===== src/rtl/tage_index_sched.sv =====
// tage_index_sched: arbitrates prediction/update lookups and strobes each TAGE bank hash unit in turn.
// Optional macro TAGE_SCHED_BURST_EN: strobe every bank in a single ISSUE cycle instead of walking them.
module tage_index_sched #(
  parameter int NBANK  = 4,
  parameter int pc_len = 32
) (
  input  logic              CLK,
  input  logic              reset,
  input  logic              pred_req,
  input  logic [pc_len-1:0] pred_pc,
  output logic              pred_ack,
  input  logic              upd_req,
  input  logic [pc_len-1:0] upd_pc,
  output logic              upd_ack,
  input  logic              flush,
  output logic [pc_len-1:0] hash_pc,
  output logic [NBANK-1:0]  bank_en,
  output logic              busy,
  output logic              done,
  output logic              done_src
);

  localparam int PTR_W = (NBANK > 1) ? $clog2(NBANK) : 1;
  localparam logic [PTR_W-1:0] LAST_PTR = PTR_W'(NBANK - 1);
`ifdef TAGE_SCHED_BURST_EN
  localparam bit BURST = 1'b1;
`else
  localparam bit BURST = 1'b0;
`endif

  typedef enum logic [1:0] {IDLE, ISSUE, SETTLE, DONE} state_t;

  state_t            state_q, state_d;
  logic [PTR_W-1:0]  bank_ptr_q, bank_ptr_d;
  logic [pc_len-1:0] hash_pc_q, hash_pc_d;
  logic [NBANK-1:0]  bank_en_q, bank_en_d;
  logic              pred_ack_q, pred_ack_d;
  logic              upd_ack_q, upd_ack_d;
  logic              done_q, done_d;
  logic              done_src_q, done_src_d;
  logic              busy_q, busy_d;
  logic              last_grant_q, last_grant_d;
  logic              grant_upd;

  // last_grant is 1 for upd; with both requests pending, the source not served last wins
  always_comb begin
    if (pred_req && upd_req) begin
      grant_upd = ~last_grant_q;
    end else begin
      grant_upd = upd_req;
    end
  end

  always_comb begin
    state_d      = state_q;
    bank_ptr_d   = bank_ptr_q;
    hash_pc_d    = hash_pc_q;
    bank_en_d    = '0;
    pred_ack_d   = 1'b0;
    upd_ack_d    = 1'b0;
    done_d       = 1'b0;
    done_src_d   = 1'b0;
    last_grant_d = last_grant_q;

    case (state_q)
      IDLE: begin
        if (!flush && (pred_req || upd_req)) begin
          state_d      = ISSUE;
          bank_ptr_d   = '0;
          hash_pc_d    = grant_upd ? upd_pc : pred_pc;
          bank_en_d    = BURST ? {NBANK{1'b1}} : NBANK'(1);
          pred_ack_d   = ~grant_upd;
          upd_ack_d    = grant_upd;
          last_grant_d = grant_upd;
        end
      end
      ISSUE: begin
        if (flush) begin
          state_d = IDLE;
        end else if (BURST || (bank_ptr_q == LAST_PTR)) begin
          state_d = SETTLE;
        end else begin
          bank_ptr_d = bank_ptr_q + PTR_W'(1);
          bank_en_d  = NBANK'(1) << bank_ptr_d;
        end
      end
      SETTLE: begin
        if (flush) begin
          state_d = IDLE;
        end else begin
          state_d    = DONE;
          done_d     = 1'b1;
          done_src_d = last_grant_q;
        end
      end
      DONE: begin
        state_d = IDLE;
      end
      default: begin
        state_d = IDLE;
      end
    endcase

    busy_d = (state_d != IDLE);
  end

  always_ff @(posedge CLK or negedge reset) begin
    if (!reset) begin
      state_q      <= IDLE;
      bank_ptr_q   <= '0;
      hash_pc_q    <= '0;
      bank_en_q    <= '0;
      pred_ack_q   <= 1'b0;
      upd_ack_q    <= 1'b0;
      done_q       <= 1'b0;
      done_src_q   <= 1'b0;
      busy_q       <= 1'b0;
      last_grant_q <= 1'b1;
    end else begin
      state_q      <= state_d;
      bank_ptr_q   <= bank_ptr_d;
      hash_pc_q    <= hash_pc_d;
      bank_en_q    <= bank_en_d;
      pred_ack_q   <= pred_ack_d;
      upd_ack_q    <= upd_ack_d;
      done_q       <= done_d;
      done_src_q   <= done_src_d;
      busy_q       <= busy_d;
      last_grant_q <= last_grant_d;
    end
  end

  assign pred_ack = pred_ack_q;
  assign upd_ack  = upd_ack_q;
  assign hash_pc  = hash_pc_q;
  assign bank_en  = bank_en_q;
  assign busy     = busy_q;
  assign done     = done_q;
  assign done_src = done_src_q;

endmodule


===== config.mk =====
export PLATFORM = sky130hd
export DESIGN_NAME = tage_index_sched
export DESIGN_NICKNAME = d
export VERILOG_FILES = /design/src/rtl/tage_index_sched.sv
export SDC_FILE = /design/constraint.sdc
export NUM_CORES = 1
export LEC_CHECK = 0
export CAP_MARGIN = 20
export CORE_ASPECT_RATIO = 0.7
export CORE_MARGIN = 4
export CORE_UTILIZATION = 44
export CTS_BUF_LIST = sky130_fd_sc_hd__clkbuf_8 sky130_fd_sc_hd__clkbuf_16
export DETAILED_ROUTE_END_ITERATION = 8
export HOLD_SLACK_MARGIN = 0.03
export PLACE_DENSITY = 0.87
export REMOVE_ABC_BUFFERS = 1
export SLEW_MARGIN = 40
export SYNTH_ARGS = -nofsm -noshare
export SYNTH_HDL_FRONTEND = slang
export SYNTH_SLANG_ARGS = --single-unit
export TNS_END_PERCENT = 20

===== constraint.sdc =====
create_clock -name CLK -period 3.02 [get_ports CLK]
set_input_delay 0.906 -clock CLK [delete_from_list [all_inputs] [get_ports CLK]]
set_output_delay 0.906 -clock CLK [all_outputs]
set_load 0.02 [all_outputs]

==> results <==
- The run finished with clean final reports.
- The total area of sequential cells is 1150 um^2.
- Buffers placed on the I/O ports in this run total 109.
- Ranked by total cell area, the synthesized netlist is headed by sky130_fd_sc_hd__dfrtp_1, sky130_fd_sc_hd__a221o_1, sky130_fd_sc_hd__nor3_2, sky130_fd_sc_hd__nand2_1, sky130_fd_sc_hd__buf_6.
- The number of design rule violations left after detail routing is 0.
- The cell at the root of the clock tree is sky130_fd_sc_hd__clkbuf_8.
- Across all register-to-register paths, the minimum setup slack is 1.36 ns.
- The total iterations of the first detailed-routing run is 4.
- The clock transition at the register clock pins on the worst setup and hold paths after CTS is 0.08 ns.
- Across the run, the number of max-cap violations was 0.
- The shortest period the worst path allows is 2.29 ns.
- The maximum clock path buffer count is 2.
- The worst reg2reg path endpoint is bank_ptr_q[0]$_DFFE_PN0P_.
- The full die area is 6470 um^2.
- The number of buffers inserted for hold repair after clock tree synthesis is 0.
- For this run, the register share of the synthesized area comes to 0.501.
- For this configuration, the core starts out at a cell density of 0.469.
- The clock latency on the worst-skew pair is 0.29 ns.
- The pin count of the biggest net entering global routing is 34.
- The placement row count is 21.
- The maximum clock frequency is 437 MHz.
- The number of CTS-inserted buffers is 5.
- CTS saw 46 sinks.
- After the last flow step, the layout net total stands at 377.
- Setup repair after global routing left no endpoint under its margin.
- The average cell area after synthesis is 11.5 um^2.
- Synthesis produced a netlist whose cell count is 200.
- The placed instance area is 3420 um^2.
- The growth of design area from synthesis to finish is 52.1%.
- The worst setup path endpoint is hash_pc[28]$_DFFE_PN0P_.
- The number of hold-slack violations in the final timing report came to 0.
- Across every metal layer, demand over resource in global routing totals 0.204.
- STA puts the critical path data arrival time at 2.51 ns.
- The first global-routing pass estimated 10200 um of wire.
- The detail-routed via count per cell is 5.33.
- The peak supply drop is 363 uV.
- Once the clock tree was built, the resizer swapped 0 gates to a different size.
- Dividing the detail-routed wire length by the instance count gives 17.4 um.
- The library cell with the largest summed area after synthesis is sky130_fd_sc_hd__dfrtp_1.
- For this design the ratio of total power to cell area is 768 nW/um^2.
- Routability-driven placement finished with a final weighted congestion of 0.762.
- The post-route clock skew is 0.00464 ns.
- The final-report max-slew violation count is 0.
- The maximum level of the CTS H-tree is 2.
- STA classifies the critical path endpoint as a register.
- The total number of yosys warnings is 0.
- The post-route fraction of the period consumed by the critical path is 0.758.
- Tracing the worst setup path back leads to its startpoint at flush.
- After global routing the overflow that remains totals 0.
- The worst hold slack across all endpoints is 0.520 ns.
- The number of antenna violations at the first check in global routing is 0.
- The path class of the tightest hold or removal check is in -> async.
- In this run, synthesis produced a sequential element count of 46.
- The setup total negative slack is 0 ns.
- Once the clock tree was built, the setup fixing pass inserted 0 buffers.
- The HPWL after detailed placement is 4790 um.
- The depth of the most critical reg-to-reg path is 4.
- The startpoint type of the worst setup path is a primary input.
- The repair_antennas step left the layout with diodes totalling 0.
- The number of global-route vias before repair is 1999.
- Measured on the finished design, the core utilization comes to 0.713.
- The netlist uses 27 different library cells.
- Of the cells placed in the final design, the portion with a size suffix greater than 1 is 0.172.
- With fillers left out, the area of the finished cells amounts to 3500 um^2.
- The floorplan step set the die width to 94.5 um.
- The core outline area is 4910 um^2.
- In this run the cell area of the synthesized design comes to 2300 um^2.
- The detail route stage leaves a number of antenna-violating nets equal to 0.
- The worst register-to-register path begins at bank_ptr_q[0]$_DFFE_PN0P_.
- The worst pin sits at a relative slew slack of 0.616.
- The standby leakage power is 1.45 nW.
- Data on the critical path is required at its endpoint by 3.24 ns.
- The share of synthesized area in the top cell type comes to 0.489.
- The count of endpoints failing setup in the final report is 0.
- The floorplan step set the die height to 68.5 um.
- The via count is 1977.
- The maximum net fanout on the critical path is 33.
- The wire length reported by the detailed router is 6450 um.
- The first-iteration detailed-routing DRC count is 137.
- In the final layout, the multi-input gates occupy 1010 um^2.
- 110 I/O pins were placed.
- The filler cell count in the final layout is 372.
- At the pin with the least slew margin, the transition time is 0.574 ns.
- The clock tree from TritonCTS is done.
- The type of the worst setup path is in -> reg.
[worst max-delay path: stages]
cell	delay (ns)
sky130_fd_sc_hd__clkdlybuf4s50_1	0.53
sky130_fd_sc_hd__or3_2	0.49
sky130_fd_sc_hd__buf_12	0.20
sky130_fd_sc_hd__nor3_1	0.21
sky130_fd_sc_hd__a221o_1	0.15
[power by group]
group / internal (mW) / switching [mW]
Combinational: 0.681 / 0.639
Clock: 0.177 / 0.189
Sequential: 0.848 / 0.155
[metrics by stage]
| stage | cells | setup WS (ns) | power (mW) |
|---|---|---|---|
| after floorplan | 178 | -0.335 | 1.64 |
| after global placement | 365 | 0.508 | 2.30 |
| after detailed placement | 365 | 0.438 | 2.34 |
| after CTS | 371 | 0.744 | 2.71 |
| after global routing | 371 | 0.674 | 2.85 |
| final | 371 | 0.730 | 2.69 |
[synthesized netlist by cell type, drive strengths merged]
cell / n
dfrtp: 45
nand2: 37
nor3: 33
a221o: 32
buf: 18
ha: 5
and2: 4
clkbuf: 4
nor2: 3
nor3b: 3
inv: 2
o21ai: 2
a21bo: 1
a21o: 1
a21oi: 1
a22o: 1
and3: 1
dfstp: 1
nand2b: 1
nand3b: 1
nor2b: 1
nor4b: 1
or3: 1
xnor2: 1
[cell usage in the layout (no fill, tap or decap)]
master,n
sky130_fd_sc_hd__nor2b_4,1
sky130_fd_sc_hd__clkdlybuf4s50_1,108
sky130_fd_sc_hd__and3_1,1
sky130_fd_sc_hd__nor3_1,3
sky130_fd_sc_hd__a21bo_2,1
sky130_fd_sc_hd__nor2_1,3
sky130_fd_sc_hd__nand3b_1,1
sky130_fd_sc_hd__a21oi_1,1
sky130_fd_sc_hd__or3_2,1
sky130_fd_sc_hd__ha_1,5
sky130_fd_sc_hd__buf_4,8
sky130_fd_sc_hd__xnor2_1,1
sky130_fd_sc_hd__nor3b_1,3
sky130_fd_sc_hd__o21ai_2,1
sky130_fd_sc_hd__a21o_1,1
sky130_fd_sc_hd__o21ai_0,1
sky130_fd_sc_hd__buf_2,1
sky130_fd_sc_hd__nor4b_2,1
sky130_fd_sc_hd__clkbuf_8,6
sky130_fd_sc_hd__nand2_1,37
sky130_fd_sc_hd__nor3_2,30
sky130_fd_sc_hd__dfstp_2,1
sky130_fd_sc_hd__dfrtp_1,45
sky130_fd_sc_hd__and2_1,4
sky130_fd_sc_hd__inv_1,2
sky130_fd_sc_hd__a221o_1,32
sky130_fd_sc_hd__nand2b_1,1
sky130_fd_sc_hd__a22o_1,1
sky130_fd_sc_hd__buf_12,1
[how the worst min path moves through the flow]
stage | from | end | slack, ns | depth (start not counted)
2_1_floorplan | last_grant_q$_DFFE_PN1P_ | last_grant_q$_DFFE_PN1P_ | 0.51 | 1
3_3_place_gp | hash_pc[2]$_DFFE_PN0P_ | hash_pc[2]$_DFFE_PN0P_ | 0.49 | 1
3_5_place_dp | hash_pc[9]$_DFFE_PN0P_ | hash_pc[9]$_DFFE_PN0P_ | 0.50 | 1
4_1_cts | hash_pc[24]$_DFFE_PN0P_ | hash_pc[24]$_DFFE_PN0P_ | 0.52 | 1
5_1_grt | reset | hash_pc[22]$_DFFE_PN0P_ | 0.54 | 1
6_report | reset | hash_pc[8]$_DFFE_PN0P_ | 0.52 | 1
[cell type report]
class                      instances  share of cell area
tap                               69              0.0247
inverter                           2             0.00214
multi-input combinational        130               0.287
clock buffer                       6              0.0236
sequential                        46               0.329
timing repair buffer             118               0.333
[registers in the layout, indices dropped and copies added (netlist names)]
signal,count
pred_ack,1
last_grant_q,1
hash_pc,32
bank_ptr_q,2
upd_ack,1
done,1
done_src,1
busy,1
bank_en,4
state_q,2
[per-layer routing]
metal	vias up	global-route usage	wire length [um]
met5	-	0	0
met4	0	0.0432	27
met3	4	0.0618	633
met2	91	0.337	3040
met1	951	0.270	2750
li1	931	-	-
[kinds of logic (layout without fill, tap and decap cells)]
family / Yosys count / after routing / share of synthesized area
xor+xnor: 1 / 1 / 0.00381
simple gates: 86 / 86 / 0.243
flops: 46 / 46 / 0.501
fa+ha+maj: 5 / 5 / 0.0272
buf+inv: 24 / 126 / 0.0679
compound gates: 38 / 38 / 0.157
(Power assumes the default switching activity.)
